## config.mk

```make
export PLATFORM = sky130hd
export DESIGN_NAME = latch_write_arbiter
export DESIGN_NICKNAME = d
export VERILOG_FILES = /design/src/rtl/latch_write_arbiter.sv
export SDC_FILE = /design/constraint.sdc
export NUM_CORES = 1
export LEC_CHECK = 0
export ABC_AREA = 1
export CELL_PAD_IN_SITES_DETAIL_PLACEMENT = 0
export CELL_PAD_IN_SITES_GLOBAL_PLACEMENT = 1
export CORE_UTILIZATION = 28
export CTS_BUF_LIST = sky130_fd_sc_hd__clkbuf_2 sky130_fd_sc_hd__clkbuf_4 sky130_fd_sc_hd__clkbuf_8
export CTS_CLUSTER_SIZE = 30
export DETAILED_ROUTE_END_ITERATION = 8
export HOLD_SLACK_MARGIN = 0.06
export PLACE_DENSITY_LB_ADDON = 0.05
export SYNTH_ARGS = -nofsm -noshare
export SYNTH_HDL_FRONTEND = slang
export SYNTH_SLANG_ARGS = --single-unit
export TNS_END_PERCENT = 5
```

## constraint.sdc

```tcl
create_clock -name clk -period 1.6 [get_ports clk]
set_input_delay 0.24 -clock clk [delete_from_list [all_inputs] [get_ports clk]]
set_output_delay 0.24 -clock clk [all_outputs]
set_load 0.02 [all_outputs]
```

## src/rtl/latch_write_arbiter.sv

```systemverilog
// Round-robin write controller for a single shared D-latch.
// Grants one requester, then sequences the latch gate through SETUP/OPEN/HOLD and acks in DONE.
module latch_write_arbiter #(
  parameter int unsigned N_REQ  = 4,
  parameter int unsigned DATA_W = 8
) (
  input  logic                      clk,
  input  logic                      reset,
  input  logic [N_REQ-1:0]          req,
  input  logic [N_REQ*DATA_W-1:0]   wdata,
  output logic [N_REQ-1:0]          gnt,
  output logic [N_REQ-1:0]          ack,
  output logic [$clog2(N_REQ)-1:0]  owner,
  output logic                      busy,
  output logic                      latch_en,
  output logic [DATA_W-1:0]         latch_d
);

  localparam int unsigned OW = $clog2(N_REQ);

  typedef enum logic [2:0] {
    IDLE  = 3'd0,
    SETUP = 3'd1,
    OPEN  = 3'd2,
    HOLD  = 3'd3,
    DONE  = 3'd4
  } state_e;

  state_e              state_q, state_d;
  logic [N_REQ-1:0]    gnt_q, gnt_d;
  logic [N_REQ-1:0]    ack_q, ack_d;
  logic [OW-1:0]       owner_q, owner_d;
  logic [OW-1:0]       ptr_q, ptr_d;
  logic                busy_q, busy_d;
  logic                latch_en_q, latch_en_d;
  logic [DATA_W-1:0]   latch_d_q, latch_d_d;

  logic [OW-1:0]       win_c;
  logic                win_vld_c;
  logic [OW-1:0]       cand_c;
  logic [DATA_W-1:0]   win_data_c;

  // First pending request at or above ptr, wrapping modulo N_REQ.
  always_comb begin
    win_c     = '0;
    win_vld_c = 1'b0;
    cand_c    = '0;
    for (int unsigned k = 0; k < N_REQ; k++) begin
      cand_c = OW'((32'(ptr_q) + k) % N_REQ);
      if (!win_vld_c && req[cand_c]) begin
        win_vld_c = 1'b1;
        win_c     = cand_c;
      end
    end
  end

  always_comb begin
    win_data_c = '0;
    for (int unsigned i = 0; i < N_REQ; i++) begin
      if (win_c == OW'(i)) win_data_c = wdata[i*DATA_W +: DATA_W];
    end
  end

  always_comb begin
    state_d   = state_q;
    gnt_d     = gnt_q;
    ack_d     = '0;
    owner_d   = owner_q;
    ptr_d     = ptr_q;
    latch_d_d = latch_d_q;
    unique case (state_q)
      IDLE: begin
        if (win_vld_c) begin
          state_d   = SETUP;
          gnt_d     = N_REQ'(1) << win_c;
          owner_d   = win_c;
          latch_d_d = win_data_c;
        end
      end
      SETUP: state_d = OPEN;
      OPEN:  state_d = HOLD;
      HOLD: begin
        state_d = DONE;
        ack_d   = gnt_q;
      end
      DONE: begin
        state_d = IDLE;
        gnt_d   = '0;
        ptr_d   = (owner_q == OW'(N_REQ - 1)) ? '0 : owner_q + 1'b1;
      end
      default: state_d = IDLE;
    endcase
    // Status outputs are registered, so they follow the next state.
    busy_d     = (state_d != IDLE);
    latch_en_d = (state_d == OPEN);
  end

  always_ff @(posedge clk) begin
    if (reset) begin
      state_q    <= IDLE;
      gnt_q      <= '0;
      ack_q      <= '0;
      owner_q    <= '0;
      ptr_q      <= '0;
      busy_q     <= 1'b0;
      latch_en_q <= 1'b0;
      latch_d_q  <= '0;
    end else begin
      state_q    <= state_d;
      gnt_q      <= gnt_d;
      ack_q      <= ack_d;
      owner_q    <= owner_d;
      ptr_q      <= ptr_d;
      busy_q     <= busy_d;
      latch_en_q <= latch_en_d;
      latch_d_q  <= latch_d_d;
    end
  end

  assign gnt      = gnt_q;
  assign ack      = ack_q;
  assign owner    = owner_q;
  assign busy     = busy_q;
  assign latch_en = latch_en_q;
  assign latch_d  = latch_d_q;

endmodule

```

# After elaboration in Yosys (flattened, before gate mapping)
# Index checks and enable logic that the tools add are counted.
# classes
magnitude_cmp	4
n_eq_ne	10
multipliers	0
div	0
addsub	4
bitwise	1
n_reduce_logical	13
n_mux	25
shift	1
# ops
operator	n
$mux W8	4
$lt A2 B3 Y1 const B	4
$pmux W3 S4	1
$mux W2	5
$eq A3 B2 Y1 const B	3
$bmux W1 S2	4
$mux W1	8
$pmux W4 S2	1
$eq A2 B2 Y1 const B	3
$add A2 B1 Y2 const B	2
$add A2 B2 Y2 const B	2
$mux W4	1
$reduce_and A2 Y1	2
$shl A1 B2 Y4 const A	1
$eq A3 B1 Y1 const B	1
$eq A3 B3 Y1 const B	1
$logic_and A1 B1 Y1	3
$logic_not A1 Y1	3
$logic_not A3 Y1	1
$mux W3	1
$reduce_bool A3 Y1	1
$eq A2 B1 Y1 const B	1
$logic_not A2 Y1	1
$ne A2 B2 Y1 const B	1
other kinds (3)	3
# word_totals
latchBits	0
romBits	0
in_bits	38
mem_bits_rw	0
ff_bits	25
mem_count	0

# Logic depth before layout (Yosys ltp)
# Gate-level depths: netlist of the first run.
# logic_depth
ltp_word	17
ltp_mapped	16

# Worst setup path before layout of the first run
# OpenSTA, ideal clock, no wires.
# synth_path
path_type	flip-flop to flip-flop
startpoint	register ptr_q[0]
endpoint	register latch_d_q[4], in the netlist latch_d[4]
n_path_buf	2
setup_time_ns	0.117
arrival_ns	1.508
setup_slack_ns	-0.025
path_stages_with_launch	16
period_less_slack_ns	1.625
path_cell_list	dfxtp_1 -> buf_6 -> nand2_2 -> nand3_2 -> nand2_4 -> nor2_4 -> nand3_2 -> nand2_2 -> nand2_4 -> buf_12 -> nand2_2 -> inv_2 -> nand2_1 -> nand3_1 -> nor2_1 -> nor2_1
# synth_via
elab_chain_len	17
elab_cells_between_ends	34
classes_between	add/sub: 3; eq/ne: 3; mux: 20; reduce/logical: 8
# synth_rtl
item	line	text
start, declared	33	logic [OW-1:0] ptr_q, ptr_d;
start signal, assigned	113	ptr_q <= ptr_d;
branches (longest 17 deep; another with $add A2 B1 Y2)	n/a	
end signal, assigned	116	latch_d_q <= latch_d_d;
end, declared	36	logic [DATA_W-1:0] latch_d_q, latch_d_d;
# Parallel ways; which one is timed is not known. The select of a mux whose other input is x is not followed.
# A chain may end at the register's enable or synchronous reset.

# Worst setup path in the final report of the first run
# layout_path
startpoint	register ptr_q[0]
endpoint	register latch_d_q[7], in the netlist latch_d[7]
# Same word-level chain as after synthesis.

==> results of run 1 <==
## cells in the mapped netlist, drive strengths merged
library cell | n | area [um^2]
nand2 | 86 | 393
nor2 | 32 | 151
dfxtp | 25 | 500
inv | 25 | 93.8
nand3 | 20 | 138
a21oi | 15 | 93.8
o21ai | 11 | 55.1
a21boi | 5 | 56.3
buf | 4 | 47.5
clkbuf | 1 | 3.75
ha | 1 | 12.5
nand4 | 1 | 6.26
nor4 | 1 | 6.26
## logic make-up after synthesis
group                      count (synthesis)
buffers and inverters                     30
and+or+nand+nor                          140
DFF                                       25
AOI/OAI and AO/OA                         31
adders and majority gates                  1
## state kept, by name (all words and copies together), names as in the netlist
signal	flops
ptr_q	2
busy	1
latch_en	1
ack	4
state_q	3
gnt	4
owner	2
latch_d	8
## repair_timing
action | 4_1_cts | 5_1_grt
pin swaps | 2 | 13
resized for setup | 12 | 18
buffers inserted | 1 | 0
setup endpoints to repair | 13 | 14
## cell usage in the layout, fill, tap and decap left out
| cell type | n |
|---|---|
| o21ai_1 | 2 |
| nand2_1 | 61 |
| buf_6 | 2 |
| inv_2 | 5 |
| nor2_8 | 1 |
| nor2_1 | 25 |
| clkinvlp_4 | 1 |
| nand2_4 | 9 |
| nand3_4 | 2 |
| nand3_1 | 12 |
| clkdlybuf4s50_1 | 56 |
| nor2_4 | 2 |
| dfxtp_1 | 23 |
| a21boi_2 | 5 |
| inv_4 | 1 |
| buf_4 | 16 |
| nand3_2 | 6 |
| buf_12 | 1 |
| nand2_2 | 16 |
| nand4_1 | 1 |
| o21ai_0 | 9 |
| a21oi_2 | 7 |
| nor2_2 | 4 |
| a21oi_1 | 8 |
| clkbuf_8 | 3 |
| inv_6 | 1 |
| nor4_1 | 1 |
| dfxtp_2 | 1 |
| dlygate4sd2_1 | 1 |
| inv_1 | 18 |
| dfxtp_4 | 1 |
| ha_1 | 1 |
## final cells by class
class | count | share of cell area [%]
clock inverter | 1 | 0.305
tap | 70 | 3.56
inverter | 25 | 4.12
sequential | 25 | 20.5
timing repair buffer | 76 | 29.8
clock buffer | 3 | 1.68
multi-input combinational | 172 | 40.0
## worst paths after layout
check,depth (start not counted),end,slack (ns)
worst max register to register,15,latch_d[7]$_SDFFE_PP0P_,-0.22
worst min-delay path,2,ack[3]$_SDFF_PP0_,0.46
worst min register to register,2,ack[3]$_SDFF_PP0_,0.46
worst max-delay path,15,latch_d[7]$_SDFFE_PP0P_,-0.22
## metrics by stage
| stage | hold slack [ns] | power (mW) |
|---|---|---|
| 2_1_floorplan | 0.309 | 1.40 |
| 3_3_place_gp | 0.450 | 1.83 |
| 3_5_place_dp | 0.441 | 1.82 |
| 4_1_cts | 0.457 | 2.25 |
| 5_1_grt | 0.476 | 2.44 |
| 6_report | 0.456 | 2.26 |
## critical path: stages, from the launching register on
cell	delay (ns)
dfxtp_4	0.41
buf_12	0.14
nand2_2	0.08
nand3_4	0.10
nand2_4	0.06
nor2_4	0.14
nand3_2	0.09
nand2_2	0.08
nand2_4	0.08
buf_6	0.15
nand2_4	0.07
inv_4	0.04
nand2_1	0.05
nand3_1	0.07
nor2_1	0.11
nor2_1	0.05
## power breakdown
part | internal, mW | switching, mW | total (mW)
logic | 0.505 | 0.586 | 1.09
clock network | 0.177 | 0.223 | 0.399
registers | 0.712 | 0.0587 | 0.770
## layer usage
| metal | up-vias | global-route usage [%] |
|---|---|---|
| met2 | 48 | 23.6 |
| met5 | - | 0 |
| met4 | 0 | 2.88 |
| met3 | 2 | 3.59 |
| met1 | 697 | 21.5 |
| li1 | 864 | - |
==> results.json, run 1 <==
{
  "r2r_start": "ptr_q[0]$_SDFFE_PP0P_",
  "finalSetupTns_ns": -1.75,
  "grt_max_degree": 16,
  "hp-class": "register to register",
  "hold_buffers": 0,
  "path_clk_slew_ns": 0.10,
  "antenna_found_initial": 0,
  "ys_ff_latch": 25,
  "cts_tree": "done",
  "ir_worst_vdd_v": 0.000476,
  "wl_met3_um": 225,
  "dpl_cell_area_um2": 2310,
  "yosysSeqAreaShare_pct": 32.1,
  "chipWidth_um": 76.6,
  "fin_cells": 372,
  "outcome": "complete, but fails checks",
  "syn2layout_area_growth_pct": 57.9,
  "clock_skew_ns": 0.00175,
  "root_buffer": "clkbuf_8",
  "vias": 1611,
  "portBuffers": 57,
  "drcViolationCount": 0,
  "grt_first_pass_wirelength_um": 7230,
  "synth_fp_nets": 266,
  "synthMuxAreaShare_pct": 0,
  "slew-limit-headroom_pct": 85.7,
  "syn_avg_cell_area_um2": 6.86,
  "gp_congestion": 0.802,
  "synth_compound_area_share_pct": 13.2,
  "place_inst": 367,
  "synth_simple_gate_area_share_pct": 44.6,
  "setup_viol": 13,
  "fmax_ghz": 0.549,
  "leakagePower_nw": 1.07,
  "post_drt_wl_per_cell_um": 11.1,
  "die_h_um": 76.6,
  "cp-end-kind": "register",
  "worst_slack_ns": -0.222,
  "grt-ovfl-total": 0,
  "min_from": "gnt[3]$_SDFFE_PP0P_",
  "p_per_area_nw_per_um2": 919,
  "rsz0062_at_grt": "yes",
  "grt_usage_pct": 15.3,
  "ys_types": 23,
  "n_fill_cell": 532,
  "htreeDepth": 1,
  "hpwl_um": 3330,
  "hold_viol_final": 0,
  "violations": "negative setup slack",
  "clk_latency_ns": 0.27,
  "synth_top_family_by_area": "simple AND/OR/NAND/NOR gates",
  "firstDrtPassIters": 4,
  "grt_pass1_vias": 1556,
  "finalInstanceArea_um2": 2460,
  "core_region_area_um2": 5240,
  "synth_warnings": 0,
  "clock-sinks": 25,
  "critPathArrivalTime_ns": 2.00,
  "final_core_util_pct": 47.0,
  "nets": 342,
  "min_period_over_period_pct": 114,
  "syn-cell-area_um2": 1560,
  "drt_iter0_markers": 81,
  "antennaDiodeCount": 0,
  "start_kind": "register",
  "topRoutingLayerUsed": "met4",
  "crit_fanout": 8,
  "synthCells": 227,
  "synth-xor-area-share_pct": 0,
  "multiInputGateArea_um2": 985,
  "wl_met2_um": 1700,
  "ant_nets": 0,
  "maxCapViolCount": 0,
  "die_area_um2": 5870,
  "crit_path_start": "ptr_q[0]$_SDFFE_PP0P_",
  "cts_buffer_depth": 2,
  "final_layout_size_suffix_gt1_share_pct": 27.8,
  "period_needed_ns": 1.82,
  "rows": 26,
  "critPathKind": "register to register",
  "crit_required_ns": 1.78,
  "tightest_slew_ns": 0.212,
  "cts_inserted_buffers": 3,
  "totalWireLength_um": 4130,
  "io_pins": 58,
  "synth-adder-area-share_pct": 0.803,
  "post-place-ws_ns": -0.448,
  "viasPerCell": 4.33,
  "slew_violations": 0,
  "initial_core_util_pct": 29.7,
  "wl_met1_um": 2180,
  "seqCellArea_um2": 505
}
(Power assumes the default switching activity.)
==> run 2, diff against run 1 <==
--- a/config.mk
+++ b/config.mk
@@ -8,12 +8,14 @@
 export ABC_AREA = 1
 export CELL_PAD_IN_SITES_DETAIL_PLACEMENT = 0
 export CELL_PAD_IN_SITES_GLOBAL_PLACEMENT = 1
-export CORE_UTILIZATION = 28
+export CORE_UTILIZATION = 40
 export CTS_BUF_LIST = sky130_fd_sc_hd__clkbuf_2 sky130_fd_sc_hd__clkbuf_4 sky130_fd_sc_hd__clkbuf_8
 export CTS_CLUSTER_SIZE = 30
 export DETAILED_ROUTE_END_ITERATION = 8
+export DONT_BUFFER_PORTS = 1
 export HOLD_SLACK_MARGIN = 0.06
 export PLACE_DENSITY_LB_ADDON = 0.05
+export SETUP_SLACK_MARGIN = 0.3
 export SYNTH_ARGS = -nofsm -noshare
 export SYNTH_HDL_FRONTEND = slang
 export SYNTH_SLANG_ARGS = --single-unit
==> run 2 against run 1 <==
Net effect: the run still ends with negative setup slack left; count of clock-buffer cells in the layout unchanged; utilization up 5.1 points; cell count down 20%; critical endpoint is now latch_d[2]$_SDFFE_PP0P_.
==> results.json, run 2 (synthesized netlist as in run 1, its figures left out) <==
{
  "crit_path_start": "ptr_q[0]$_SDFFE_PP0P_",
  "finalInstanceArea_um2": 1920,
  "hp-class": "primary input to register",
  "rsz0062_at_grt": "yes",
  "crit_fanout": 7,
  "root_buffer": "clkbuf_8",
  "tightest_slew_ns": 0.307,
  "nets": 290,
  "ir_worst_vdd_v": 0.000415,
  "syn2layout_area_growth_pct": 23.4,
  "r2r_start": "ptr_q[0]$_SDFFE_PP0P_",
  "clk_latency_ns": 0.27,
  "critPathKind": "register to register",
  "timing.hold.ws_ns": 0.0209,
  "path_clk_slew_ns": 0.10,
  "crit_required_ns": 1.81,
  "critPathArrivalTime_ns": 1.99,
  "drt_iter0_markers": 48,
  "total_power_mw": 2.06,
  "hpwl_um": 2960,
  "die_area_um2": 4150,
  "initial_core_util_pct": 42.2,
  "hold_buffers": 1,
  "crit_path_max_incr_delay_ns": 0.41,
  "drcViolationCount": 0,
  "antennaDiodeCount": 0,
  "clock-sinks": 25,
  "grt_pass1_vias": 1511,
  "cts_buffer_depth": 2,
  "die_h_um": 64.4,
  "slew-limit-headroom_pct": 79.5,
  "cp-end-kind": "register",
  "antenna_found_initial": 0,
  "grt_usage_pct": 20.2,
  "start_kind": "register",
  "viasPerCell": 4.96,
  "post_drt_wl_per_cell_um": 13.3,
  "dpl_cell_area_um2": 1680,
  "outcome": "complete, but fails checks",
  "final_cell_mix": "nand2_1, nor2_1, nand2_2, dfxtp_1, inv_1",
  "htreeDepth": 1,
  "portBuffers": 0,
  "chipWidth_um": 64.4,
  "ant_nets": 0,
  "worst_slack_ns": -0.182,
  "leakagePower_nw": 0.874,
  "final_layout_size_suffix_gt1_share_pct": 35.6,
  "final_common_cell": "nand2_1",
  "rows": 22,
  "core_region_area_um2": 3690,
  "setup_viol": 14,
  "min_from": "reset",
  "gp_congestion": 0.756,
  "period_needed_ns": 1.78,
  "fmax_ghz": 0.561,
  "largest_reg_flops": 8,
  "grt-ovfl-total": 0,
  "p_per_area_nw_per_um2": 1070,
  "grt_max_degree": 16,
  "cts_tree": "done",
  "cts_inserted_buffers": 3,
  "hold_viol_final": 0,
  "violations": "negative setup slack",
  "min_period_over_period_pct": 111,
  "timing.critical_path.cells": "buf_6, nand2_4, nand3_4, nand2_4, nor2_4, nand3_2, nand2_2, nand2_8, buf_6, nor2_8, a21boi_2, a21oi_2",
  "vias": 1478,
  "slowest_stage": "dfxtp_4",
  "maxCapViolCount": 0,
  "io_pins": 58,
  "clock_skew_ns": 0.000918,
  "totalWireLength_um": 3950,
  "slew_violations": 0,
  "final_core_util_pct": 52.1,
  "firstDrtPassIters": 4,
  "grt_first_pass_wirelength_um": 6590
}
run 2: path summary, 6_finish.rpt:
path / to / slack, ns / depth (start not counted)
worst min-delay path: owner[1]$_SDFFE_PP0P_ / 0.02 / 1
worst min register to register: state_q[2]$_SDFF_PP0_ / 0.50 / 2
worst max register to register: latch_d[2]$_SDFFE_PP0P_ / -0.18 / 12
worst max-delay path: latch_d[2]$_SDFFE_PP0P_ / -0.18 / 12
run 2: layout make-up:
class	count	area, um^2
Clock inverter	1	7.51
Tap cell	48	60.1
Clock buffer	3	41.3
Multi-Input combinational cell	173	991
Timing Repair Buffer	23	205
Fill cell	386	1770
Inverter	25	109
Sequential cell	25	508
run 2: timing repair:
item / CTS / global route
cloned: 1 / 0
gates resized for setup: 24 / 17
pin swaps: 24 / 14
buffers inserted: 4 / 3
hold endpoints to repair: 12 / 11
setup endpoints to repair: 16 / 17
run 2: worst max-delay path: cells and delay by family (launching register included):
kind	cells	cell delay, ns
AND/OR/NAND/NOR	8	0.80
flip-flops	1	0.41
buffers and inverters	2	0.29
AO/OA/AOI/OAI	2	0.21
run 2: power breakdown:
part	internal, mW	switching [mW]	total (mW)
clock	0.176	0.216	0.392
combinational	0.341	0.457	0.798
sequential	0.711	0.162	0.873
run 2: routing by layer:
| metal | global-route usage [%] | share of wire, % |
|---|---|---|
| met1 | 24.2 | 43 |
| met2 | 37.1 | 50 |
| met3 | 3.75 | 5.8 |
| met4 | 4.17 | 1.0 |
| met5 | 0 | 0 |
run 2: per-stage QoR:
stage          worst slack (ns)  instances  setup TNS (ns)
3_3_place_gp             -0.186        285           -1.97
6_report                 -0.182        298           -1.56
2_1_floorplan            0.0125        227               0
5_1_grt                  -0.293        298           -3.16
3_5_place_dp             -0.219        285           -2.23
4_1_cts                  -0.173        295           -1.67
